===== src/rtl/scarv_mmio_timer_pkg.sv =====
// Shared constants and types for the memory-mapped machine timer.
// Holds the word offsets, the CTRL enable bit index and the 64-bit time type.
package scarv_mmio_timer_pkg;

    typedef logic [63:0] mtime_t;

    localparam logic [2:0] OFF_MTIME_LO    = 3'd0;
    localparam logic [2:0] OFF_MTIME_HI    = 3'd1;
    localparam logic [2:0] OFF_MTIMECMP_LO = 3'd2;
    localparam logic [2:0] OFF_MTIMECMP_HI = 3'd3;
    localparam logic [2:0] OFF_CTRL        = 3'd4;
    localparam logic [2:0] OFF_PRESCALE    = 3'd5;

    localparam int CTRL_EN_BIT = 0;

    // Byte-lane merge of a write into an existing 32-bit word.
    function automatic logic [31:0] merge_bytes(input logic [31:0] old,
                                                input logic [31:0] wdata,
                                                input logic [3:0]  strb);
        logic [31:0] res;
        res = old;
        for (int i = 0; i < 4; i++) begin
            if (strb[i]) res[i*8 +: 8] = wdata[i*8 +: 8];
        end
        return res;
    endfunction

endpackage


===== src/rtl/scarv_mmio_timer_if.sv =====
// Data-bus connection between the core and the timer register window.
// Requests are always accepted; read data returns one cycle later.
interface scarv_mmio_timer_if;

    logic        req_i;
    logic [31:0] addr_i;
    logic [31:0] wdata_i;
    logic [3:0]  strb_i;
    logic        we_i;
    logic [31:0] rdata_o;

    modport master (output req_i, addr_i, wdata_i, strb_i, we_i, input rdata_o);
    modport slave  (input req_i, addr_i, wdata_i, strb_i, we_i, output rdata_o);

endinterface


===== src/rtl/scarv_timer_prescaler.sv =====
// Prescaler for the machine timer: counts 0..limit while enabled and
// raises tick for the cycle in which the count sits at limit.
module scarv_timer_prescaler (
    input  logic        clk_i,
    input  logic        rst_i,
    input  logic        en,
    input  logic [15:0] limit,
    input  logic        clear,
    output logic        tick
);

    logic [15:0] count;

    assign tick = en && (count == limit);

    always_ff @(posedge clk_i) begin
        if (rst_i) begin
            count <= 16'd0;
        end else if (clear || tick) begin
            count <= 16'd0;
        end else if (en) begin
            count <= count + 16'd1;
        end
    end

endmodule


===== src/rtl/scarv_mmio_timer.sv =====
// Memory-mapped 64-bit machine timer with compare interrupt and prescaler.
// Bus writes to mtime take priority over, and suppress, a same-cycle tick.
module scarv_mmio_timer
    import scarv_mmio_timer_pkg::*;
#(
    parameter logic [31:0] BaseAddr = 32'h0000_3000
) (
    input  logic               clk_i,
    input  logic               rst_i,
    scarv_mmio_timer_if.slave  bus,
    output logic               int_timer_o
);

    logic        sel;
    logic        wr;
    logic [2:0]  off;
    logic        tick;
    logic        en;
    logic [15:0] prescale;
    logic [15:0] prescale_nxt;
    logic        prescale_wr;
    logic [31:0] rd_val;
    mtime_t      mtime;
    mtime_t      mtime_nxt;
    mtime_t      mtimecmp;
    mtime_t      mtimecmp_nxt;
    logic        unused_addr_bits;

    assign unused_addr_bits = ^bus.addr_i[1:0];

    assign sel         = bus.req_i && (bus.addr_i[31:5] == BaseAddr[31:5]);
    assign wr          = sel && bus.we_i;
    assign off         = bus.addr_i[4:2];
    assign prescale_wr = wr && (off == OFF_PRESCALE);

    assign prescale_nxt[7:0]  = bus.strb_i[0] ? bus.wdata_i[7:0]  : prescale[7:0];
    assign prescale_nxt[15:8] = bus.strb_i[1] ? bus.wdata_i[15:8] : prescale[15:8];

    scarv_timer_prescaler u_prescaler (
        .clk_i (clk_i),
        .rst_i (rst_i),
        .en    (en),
        .limit (prescale),
        .clear (prescale_wr),
        .tick  (tick)
    );

    always_comb begin
        mtime_nxt = mtime;
        if (wr && off == OFF_MTIME_LO) begin
            mtime_nxt[31:0] = merge_bytes(mtime[31:0], bus.wdata_i, bus.strb_i);
        end else if (wr && off == OFF_MTIME_HI) begin
            mtime_nxt[63:32] = merge_bytes(mtime[63:32], bus.wdata_i, bus.strb_i);
        end else if (tick) begin
            mtime_nxt = mtime + 64'd1;
        end
    end

    always_comb begin
        mtimecmp_nxt = mtimecmp;
        if (wr && off == OFF_MTIMECMP_LO) begin
            mtimecmp_nxt[31:0] = merge_bytes(mtimecmp[31:0], bus.wdata_i, bus.strb_i);
        end else if (wr && off == OFF_MTIMECMP_HI) begin
            mtimecmp_nxt[63:32] = merge_bytes(mtimecmp[63:32], bus.wdata_i, bus.strb_i);
        end
    end

    always_comb begin
        rd_val = 32'd0;
        case (off)
            OFF_MTIME_LO:    rd_val = mtime[31:0];
            OFF_MTIME_HI:    rd_val = mtime[63:32];
            OFF_MTIMECMP_LO: rd_val = mtimecmp[31:0];
            OFF_MTIMECMP_HI: rd_val = mtimecmp[63:32];
            OFF_CTRL:        rd_val = {31'd0, en};
            OFF_PRESCALE:    rd_val = {16'd0, prescale};
            default:         rd_val = 32'd0;
        endcase
    end

    // rdata only moves on a request, so it holds across idle cycles.
    always_ff @(posedge clk_i) begin
        if (rst_i) begin
            mtime       <= 64'd0;
            mtimecmp    <= 64'hFFFF_FFFF_FFFF_FFFF;
            en          <= 1'b0;
            prescale    <= 16'd0;
            bus.rdata_o <= 32'd0;
            int_timer_o <= 1'b0;
        end else begin
            mtime    <= mtime_nxt;
            mtimecmp <= mtimecmp_nxt;
            if (wr && off == OFF_CTRL && bus.strb_i[0]) begin
                en <= bus.wdata_i[CTRL_EN_BIT];
            end
            if (prescale_wr) begin
                prescale <= prescale_nxt;
            end
            if (bus.req_i) begin
                bus.rdata_o <= (sel && !bus.we_i) ? rd_val : 32'd0;
            end
            int_timer_o <= en && (mtime >= mtimecmp);
        end
    end

endmodule


===== src/flat_wrapper.sv =====
// flat-port wrapper written by rule: the top's interface ports become plain ports
module scarv_mmio_timer_flat import scarv_mmio_timer_pkg::*;
#(
    parameter logic [31:0] BaseAddr = 32'h0000_3000
)
  (clk_i, rst_i, int_timer_o, bus_req_i, bus_addr_i, bus_wdata_i, bus_strb_i, bus_we_i, bus_rdata_o);
  scarv_mmio_timer_if bus_i ();
  input  logic clk_i;
  input  logic rst_i;
  output logic int_timer_o;
  input wire logic [$bits(bus_i.req_i)-1:0] bus_req_i;
  input wire logic [$bits(bus_i.addr_i)-1:0] bus_addr_i;
  input wire logic [$bits(bus_i.wdata_i)-1:0] bus_wdata_i;
  input wire logic [$bits(bus_i.strb_i)-1:0] bus_strb_i;
  input wire logic [$bits(bus_i.we_i)-1:0] bus_we_i;
  output wire logic [$bits(bus_i.rdata_o)-1:0] bus_rdata_o;
  assign bus_i.req_i = bus_req_i;
  assign bus_i.addr_i = bus_addr_i;
  assign bus_i.wdata_i = bus_wdata_i;
  assign bus_i.strb_i = bus_strb_i;
  assign bus_i.we_i = bus_we_i;
  assign bus_rdata_o = bus_i.rdata_o;
  scarv_mmio_timer #(.BaseAddr(BaseAddr)) u_core (.clk_i(clk_i), .rst_i(rst_i), .bus(bus_i), .int_timer_o(int_timer_o));
endmodule

===== config.mk =====
export PLATFORM = sky130hd
export DESIGN_NAME = scarv_mmio_timer_flat
export DESIGN_NICKNAME = d
export VERILOG_FILES = /design/src/rtl/scarv_mmio_timer_pkg.sv /design/src/rtl/scarv_mmio_timer_if.sv /design/src/rtl/scarv_timer_prescaler.sv /design/src/rtl/scarv_mmio_timer.sv /design/src/flat_wrapper.sv
export SDC_FILE = /design/constraint.sdc
export NUM_CORES = 1
export LEC_CHECK = 0
export CORE_ASPECT_RATIO = 2
export CORE_MARGIN = 3
export CORE_UTILIZATION = 31
export CTS_BUF_LIST = sky130_fd_sc_hd__clkbuf_4 sky130_fd_sc_hd__clkbuf_8 sky130_fd_sc_hd__clkbuf_16
export CTS_CLUSTER_SIZE = 14
export DETAILED_ROUTE_END_ITERATION = 16
export GPL_TIMING_DRIVEN = 0
export PLACE_DENSITY = 0.44
export SYNTH_ARGS = -nofsm -noshare
export SYNTH_HDL_FRONTEND = slang
export SYNTH_SLANG_ARGS = --single-unit

===== constraint.sdc =====
create_clock -name clk_i -period 4.4 [get_ports clk_i]
set_input_delay 0.44 -clock clk_i [delete_from_list [all_inputs] [get_ports clk_i]]
set_output_delay 0.44 -clock clk_i [all_outputs]
set_load 0.03 [all_outputs]

After elaboration in Yosys (flattened, before gate mapping)
Index checks and enable logic that the tools add are counted.

Latch bits: 0. Memories kept: 0. Word-level logic and storage cells: 89. Register bits after elaboration: 194. Memory bits (read-only): 0. RAM bits: 0.

Div/mod/pow operators: 0. Equal/unequal tests: 16. Muxes and demuxes: 10. Add/sub/neg operators: 2. Shift operators: 0. Reduce and logical (&&, ||, !) cells: 36. Order comparisons: 1. Bitwise logic cells: 2. Multiply operators: 0.

Operators with widths (count): $pmux W32 S6 (1); $mux W32 (4); $add A64 B1 Y64 const B (1); $ge A64 B64 Y1 (1); $mux W64 (1); $reduce_and A3 Y1 (12); $mux W8 (4); $eq A27 B9 Y1 const B (1); $add A16 B1 Y16 const B (1); $eq A16 B16 Y1 (1); $ne A2 B2 Y1 const B (8); $logic_and A1 B1 Y1 (12); $reduce_and A2 Y1 (6); $eq A3 B2 Y1 const B (2); $eq A3 B3 Y1 const B (2); $reduce_bool A2 Y1 (2); $eq A3 B1 Y1 const B (1); $logic_not A3 Y1 (1); $ne A2 B1 Y1 const B (1); $not A1 Y1 (2); $reduce_or A2 Y1 (1); $logic_not A1 Y1 (1); $logic_or A1 B1 Y1 (1).

Logic depth before layout (Yosys ltp)
Gate-level depths: netlist of run 1.

Word-level depth: 6. Gate-level depth with buffers: 10.

Modules after synthesis
From an unflattened synthesis of run 1, not the netlist that was laid out.

Cell total of the unflattened synthesis: 1452. Area total of the unflattened synthesis: 12341.8 um^2.

By module, submodules not included: scarv_mmio_timer (cells each 1346, sequential area each 3563.4 um^2, instances 1, area each 11352.1 um^2); scarv_timer_prescaler (cells each 106, sequential area each 320.3 um^2, instances 1, area each 989.7 um^2).

Worst setup path before layout of run 1
No wires, ideal clock.

Path type: input to register. Start: input bus_addr_i[22]. End: register u_core.mtime[13]. Data required time: 4.268 ns. Data arrival time: 2.097 ns. Library setup time: 0.132 ns. Slack: 2.170 ns. Cell stages on the path: 10. Buffers on the path: 4. Cell sequence: nor4_2 and3_1 buf_4 and3_4 buf_4 buf_4 buf_4 nor2_1 o31ai_1 a21oi_1.

Longest elaborated chain between the ends: 6.

Ends and longest elaborated chain: from (decl) (RTL line flat_wrapper.sv:12) `input wire logic [$bits(bus_i.addr_i)-1:0] bus_addr_i;`; $eq A27 B9 Y1 * (RTL line scarv_mmio_timer.sv:31) `assign sel = bus.req_i && (bus.addr_i[31:5] == BaseAddr[31:5]);`; $logic_and A1 B1 Y1 * (RTL line scarv_mmio_timer.sv:31); $logic_and A1 B1 Y1 * (RTL line scarv_mmio_timer.sv:32) `assign wr = sel && bus.we_i;`; $logic_and A1 B1 Y1 (on tied branches) (RTL line scarv_mmio_timer.sv:50, scarv_mmio_timer.sv:52); $ne A2 B2 Y1 (no line) (tied with other cells); $reduce_and A3 Y1 (no line); to (signal assigned) (RTL line scarv_mmio_timer.sv:91) `mtime <= mtime_nxt;`; to (decl) (RTL line scarv_mmio_timer.sv:23) `mtime_t mtime;`.

Every way passes the cells marked *; elsewhere a longest branch is shown, timed or not. A chain may end at the register's enable or synchronous reset.

Worst setup path in the final report of run 1
Start: input bus_we_i. End: register u_core.mtime[39].

Longest elaborated chain between the ends: 4.

Ends and longest elaborated chain: from (decl) (RTL line flat_wrapper.sv:15) `input wire logic [$bits(bus_i.we_i)-1:0] bus_we_i;`; $logic_and A1 B1 Y1 * (RTL line scarv_mmio_timer.sv:32); $logic_and A1 B1 Y1 (on tied branches) (RTL line scarv_mmio_timer.sv:52, scarv_mmio_timer.sv:50); $ne A2 B2 Y1 (no line) (tied with other cells); $reduce_and A3 Y1 (no line).

Marked as above.

==> impl_metrics.json, run 1 <==
{
  "status": "completed",
  "vias_per_cell": 5.99,
  "synth_edf_count": 0,
  "period_needed_ps": 3380,
  "p_clk_frac": 0.449,
  "ff2ff_path_depth": 8,
  "power_leakage_nw": 6.13,
  "vias": 13100,
  "die_w_um": 149,
  "num_io_pins": 105,
  "max_freq_ghz": 0.296,
  "max-cap-violations": 0,
  "cts.htree.levels": 4,
  "nNetsFinal": 1776,
  "async_reset_ff_frac": 0,
  "area_growth_pct": 17.8,
  "switching_share": 0.277,
  "total_power_mw": 3.75,
  "clk_pin_slew_ps": 90,
  "critPathArrivalTime_ps": 3790,
  "grt_pass1_wl_mm": 92.2,
  "comb_power_share": 0.081,
  "dp_slack_ps": 599,
  "min_period_over_period": 0.769,
  "dp_hpwl_mm": 50.9,
  "setup_tns_ps": 0,
  "netSwitchingPower_mw": 1.04,
  "seqPwrFrac": 0.470,
  "syn-instance-count": 1520,
  "drt_iter0_markers": 965,
  "worst-setup-path-type": "in -> reg",
  "cts_resized": 0,
  "internal_power_mw": 2.71,
  "fin_ws_ps": 1020,
  "grt_max_degree": 19,
  "gp_congestion": 0.963,
  "grt_pass1_vias": 13000,
  "clock_sinks": 194,
  "required_ps": 4800,
  "fin_skew_ps": 15.8,
  "rsz0062_at_grt": "no",
  "final_cells": 2181,
  "hold_end": "u_core.mtimecmp[53]$_SDFFE_PP1P_",
  "cts_hold_buf": 0,
  "final_common_cell": "dfxtp_1",
  "cts_max_path_buffers": 2,
  "cts_buffers": 17,
  "place.port_buffers": 98,
  "syn_area_per_cell_um2": 8.33,
  "worst-path-max-fanout": 10,
  "cellPowerDensity_nw_per_um2": 252,
  "slew_violations": 0,
  "grt_usage": 0.293,
  "fp.dieH_um": 292,
  "worst_r2r_startpoint": "u_core.mtime[0]$_SDFFE_PP0P_",
  "irDropWorstVdd_mv": 0.265,
  "reg2reg_slack_ps": 1100,
  "finalHoldViolations": 0,
  "hold_depth": 2,
  "die_area_um2": 43400,
  "placementRows": 104,
  "synth_nets": 1658,
  "drive_gt1_frac": 0.0896,
  "drtAntennaViolNets": 0,
  "r2r-end": "u_core.mtime[48]$_SDFFE_PP0P_",
  "relSlewSlack": 0.203,
  "wl_per_cell_um": 29.6,
  "root_buffer": "clkbuf_16",
  "min_from": "u_core.mtimecmp[53]$_SDFFE_PP1P_",
  "core_area_um2": 40300,
  "end_kind": "flip-flop",
  "hold_class": "reg -> reg",
  "first_pass_iters": 6,
  "layout_common_cells": "194 x dfxtp_1, 157 x nand2_1, 134 x nor2_1",
  "ys_ff_latch": 194,
  "initial_core_util": 0.314,
  "cts_post_setup_buffers_inserted": 0,
  "clk_latency_ps": 480,
  "drc_errors": 0,
  "ys.flop_type": "dfxtp_1",
  "startpoint_type": "primary input",
  "diodes": 0,
  "ys_types": 85,
  "ys.warnings.count": 0,
  "overflow": 0,
  "cts_tree": "done",
  "place_inst": 2149,
  "yosysSeqAreaShare": 0.307,
  "wl_mm": 64.6,
  "finalSetupViolCount": 0,
  "grt_antenna_before_repair": 0,
  "syn_area_um2": 12700,
  "tightestPinTransition_ps": 1180
}
## worst max-delay path, stage by stage
cell and delay, ps:
clkdlybuf4s50_1 640, nor4bb_1 460, and4_1 360, clkbuf_1 530
nand3_1 480, o31ai_2 320, o221ai_1 350, a21oi_1 210
## synth_stat cells (6+ instances only)
| library cell | count | share of area |
|---|---|---|
| or4_1 | 13 | 0.0077 |
| mux2_2 | 7 | 0.0062 |
| or3_1 | 10 | 0.0049 |
| xnor2_1 | 24 | 0.017 |
| o21ai_0 | 40 | 0.016 |
| a31oi_1 | 24 | 0.012 |
| a21o_1 | 22 | 0.013 |
| inv_1 | 85 | 0.025 |
| a211oi_1 | 13 | 0.0077 |
| a31o_2 | 7 | 0.0048 |
| a32oi_1 | 8 | 0.0055 |
| o31ai_1 | 35 | 0.021 |
| and3_1 | 22 | 0.011 |
| nor3_1 | 26 | 0.010 |
| a22oi_1 | 36 | 0.021 |
| o22ai_1 | 7 | 0.0035 |
| ha_1 | 66 | 0.065 |
| dfxtp_1 | 194 | 0.31 |
| nor4_2 | 6 | 0.0059 |
| mux2i_1 | 60 | 0.047 |
| o211ai_1 | 43 | 0.026 |
| nand2_1 | 157 | 0.047 |
| nand3b_1 | 8 | 0.0047 |
| xor2_1 | 6 | 0.0042 |
| and4_1 | 14 | 0.0097 |
| mux4_2 | 23 | 0.041 |
| o31a_1 | 7 | 0.0048 |
| nor4_1 | 15 | 0.0074 |
| nand4_1 | 56 | 0.028 |
| buf_4 | 15 | 0.0089 |
| a211o_1 | 21 | 0.015 |
| nor2_1 | 134 | 0.040 |
| and2_1 | 12 | 0.0059 |
| nand4_2 | 9 | 0.0089 |
| clkbuf_1 | 50 | 0.015 |
| nand3_1 | 43 | 0.017 |
| o21a_1 | 6 | 0.0036 |
| buf_1 | 11 | 0.0033 |
| buf_2 | 26 | 0.010 |
| a21oi_1 | 82 | 0.032 |
## cell families after synthesis
group / Yosys count / share of synthesized area
AND/OR/NAND/NOR: 549 / 0.224
flip-flops: 194 / 0.307
adder cells (fa/ha/maj): 66 / 0.0653
multiplexers: 90 / 0.0946
buffers and inverters: 193 / 0.0661
AO/OA/AOI/OAI: 397 / 0.221
XOR/XNOR: 31 / 0.0220
## flip-flops by register name, summed over array words and instances, names as in the netlist
register and flops:
u_core.mtime 64, u_core.mtimecmp 64, u_core.en 1, u_core.u_prescaler.count 16
u_core.prescale 16, u_core.bus.rdata_o 32, u_core.int_timer_o 1
## layer usage
layer  routed length, um  global-route usage  vias up
met2               32300               0.513      569
met4                7100               0.258        0
met5                   0                   0        -
met3                2680              0.0349      231
li1                    -                   -     5918
met1               22500               0.303     6357
## power by group through the flow
stage	clock [mW]	sequential [mW]	combinational, mW
finish	1.68	1.76	0.303
global route	1.78	1.76	0.310
CTS	1.72	1.76	0.301
detailed placement	0	1.81	0.300
global placement	0	1.81	0.301
floorplan	0	1.80	0.106
## area by class of cell
| cell class | count | area [um^2] |
|---|---|---|
| buffer | 106 | 510 |
| fill | 4328 | 25400 |
| sequential | 194 | 3880 |
| timing repair buffer | 99 | 988 |
| clock inverter | 15 | 170 |
| clock buffer | 17 | 425 |
| tap | 530 | 663 |
| multi-input combinational | 1133 | 7940 |
| inverter | 87 | 327 |
## worst max path at each step
stage | from | to | slack [ps] | cells after the start
after global placement | u_core.mtimecmp[38]$_SDFFE_PP1P_ | u_core.int_timer_o$_SDFF_PP0_ | 400 | 8
after detailed placement | bus_addr_i[3] | u_core.bus.rdata_o[25]$_SDFFE_PP0P_ | 600 | 7
after CTS | bus_addr_i[3] | u_core.bus.rdata_o[25]$_SDFFE_PP0P_ | 1080 | 7
after global routing | u_core.mtime[1]$_SDFFE_PP0P_ | u_core.mtime[54]$_SDFFE_PP0P_ | 940 | 8
after floorplan | bus_addr_i[22] | u_core.mtime[13]$_SDFFE_PP0P_ | 2170 | 10
final | bus_we_i | u_core.mtime[39]$_SDFFE_PP0P_ | 1020 | 8
## metrics by stage
| step | hold slack [ps] | cell area [um^2] | util |
|---|---|---|---|
| after global placement | 480 | 14300 | 0.354 |
| final | 505 | 14900 | 0.370 |
| after CTS | 508 | 14900 | 0.370 |
| after floorplan | 462 | 12700 | - |
| after global routing | 538 | 14900 | 0.370 |
| after detailed placement | 488 | 14300 | 0.355 |
Power figures use the tool's default switching activity.
==> run 2, diff against run 1 <==
- PLACE_DENSITY: 0.44 -> 0.46
- clock period: 4.4 -> 3 ns (I/O delays scaled with it)
==> run 2 against run 1 <==
- utilization is 0.21 points higher
- clock-buffer cell count increased by 2
- global-route usage fell by 0.91 points
- non-clock buffer count rose by 2
- setup slack got worse by 1000 ps
- sequential share of layout area down 0.14 points
- via count fell by 1.5%
- critical path type unchanged
- highest routed layer unchanged
==> impl_metrics.json, run 2 (synthesis results as in run 1) <==
{
  "cts_hold_buf": 0,
  "die_w_um": 149,
  "drive_gt1_frac": 0.0980,
  "dpl-instance-area_um2": 14300,
  "grt_max_degree": 19,
  "total_power_mw": 5.53,
  "cts_buffers": 17,
  "dp_slack_ps": -510,
  "hold_class": "in -> reg",
  "overflow": 0,
  "end_kind": "flip-flop",
  "critPathArrivalTime_ps": 3410,
  "clk_latency_ps": 480,
  "reg_top3": "u_core.mtime: 64 flops, u_core.mtimecmp: 64 flops, u_core.bus.rdata_o: 32 flops",
  "nNetsFinal": 1778,
  "grt_usage": 0.284,
  "clock_sinks": 194,
  "diodes": 0,
  "wl_per_cell_um": 28.7,
  "relSlewSlack": 0.234,
  "clk_pin_slew_ps": 80,
  "core_area_um2": 40300,
  "grt_pass1_wl_mm": 89.0,
  "final_common_cell": "dfxtp_1",
  "wl_mm": 62.7,
  "die_area_um2": 43400,
  "gp_congestion": 0.995,
  "cts.htree.levels": 4,
  "drc_errors": 0,
  "tightestPinTransition_ps": 1150,
  "period_needed_ps": 3000,
  "drt_iter0_markers": 883,
  "finalHoldViolations": 0,
  "finalSetupViolCount": 0,
  "irDropWorstVdd_mv": 0.386,
  "cellPowerDensity_nw_per_um2": 369,
  "max_freq_ghz": 0.334,
  "fp.dieH_um": 292,
  "vias_per_cell": 5.90,
  "first_pass_iters": 5,
  "place.port_buffers": 98,
  "slew_violations": 0,
  "area_growth_pct": 18.5,
  "cts_max_path_buffers": 2,
  "placementRows": 104,
  "cts_tree": "done",
  "num_io_pins": 105,
  "min_period_over_period": 0.999,
  "final_area_um2": 15000,
  "worst-path-max-fanout": 10,
  "status": "completed",
  "max-cap-violations": 0,
  "fin_skew_ps": 17.2,
  "startpoint_type": "primary input",
  "power_leakage_nw": 6.19,
  "layout_common_cells": "193 x dfxtp_1, 157 x nand2_1, 133 x nor2_1",
  "initial_core_util": 0.314,
  "required_ps": 3410,
  "root_buffer": "clkbuf_16",
  "dp_hpwl_mm": 49.6,
  "grt_antenna_before_repair": 0,
  "drtAntennaViolNets": 0,
  "vias": 12900,
  "fin_ws_ps": 4.00,
  "grt_pass1_vias": 12600,
  "rsz0062_at_grt": "yes",
  "worst-setup-path-type": "in -> reg"
}
==> run 2: cell count changes in the layout (fill, tap and decap cells not counted), moves of 2 or more <==
cell	before	now
clkbuf_8	0	2
buf_4	16	18
clkinv_4	3	1
nor3_1	26	22
clkbuf_1	50	45
nor3_2	3	6
inv_8	2	4
clkbuf_2	1	6
==> run 2: stage by stage <==
stage	TNS [ps]	cells	util	hold slack (ps)
after floorplan	0	1520	-	425
after global placement	-39910	2148	0.354	482
after detailed placement	-40370	2148	0.354	492
after CTS	0	2180	0.371	393
after global routing	-2580	2183	0.372	418
final	0	2183	0.372	417
==> run 2: power by group <==
part	switching [mW]	total (mW)	internal [mW]
clock	1.20	2.51	1.31
combinational	0.292	0.438	0.146
sequential	0.00713	2.58	2.58
total	1.50	5.53	4.03
==> run 2: area by class of cell <==
type	count	area (um^2)
inverters	87	327
clock buffers	19	453
flip-flops and latches	194	3880
repair buffers	101	1000
well taps	530	663
clock inverters	13	161
fillers	4343	25300
plain buffers	106	517
multi-input cells	1133	7980
==> run 2: path summary, 6_finish.rpt <==
| check | endpoint | slack, ps | start | cells past startpoint |
|---|---|---|---|---|
| max | u_core.bus.rdata_o[22]$_SDFFE_PP0P_ | 4 | bus_addr_i[16] | 7 |
| min | u_core.bus.rdata_o[26]$_SDFFE_PP0P_ | 420 | bus_addr_i[4] | 4 |
| max reg2reg | u_core.mtime[48]$_SDFFE_PP0P_ | 100 | u_core.mtime[1]$_SDFFE_PP0P_ | 8 |
| min reg2reg | u_core.mtimecmp[59]$_SDFFE_PP1P_ | 510 | u_core.mtimecmp[59]$_SDFFE_PP1P_ | 2 |
==> run 2: per-layer routing <==
layer  share of wire  vias to the layer above  wire length, um  global-route usage
met5               0                        -                0                   0
li1                -                     5916                -                   -
met2            0.51                      521            31900               0.498
met4            0.10                        0             6530               0.240
met3           0.042                      185             2630              0.0329
met1            0.35                     6262            21700               0.297
==> run 2: worst max-delay path, cell delays in order <==
cell and delay [ps]:
clkdlybuf4s50_1 400, nor4_1 410, nand4_1 590, nor4_2 1060, buf_2 400, a22oi_1 100
nor2_1 130
==> run 2: timing repair <==
item	CTS	global route
pin swaps	0	3
setup buffers	0	3
hold endpoints to repair	0	0
resized for setup	9	9
endpoints found under the setup margin	24	46
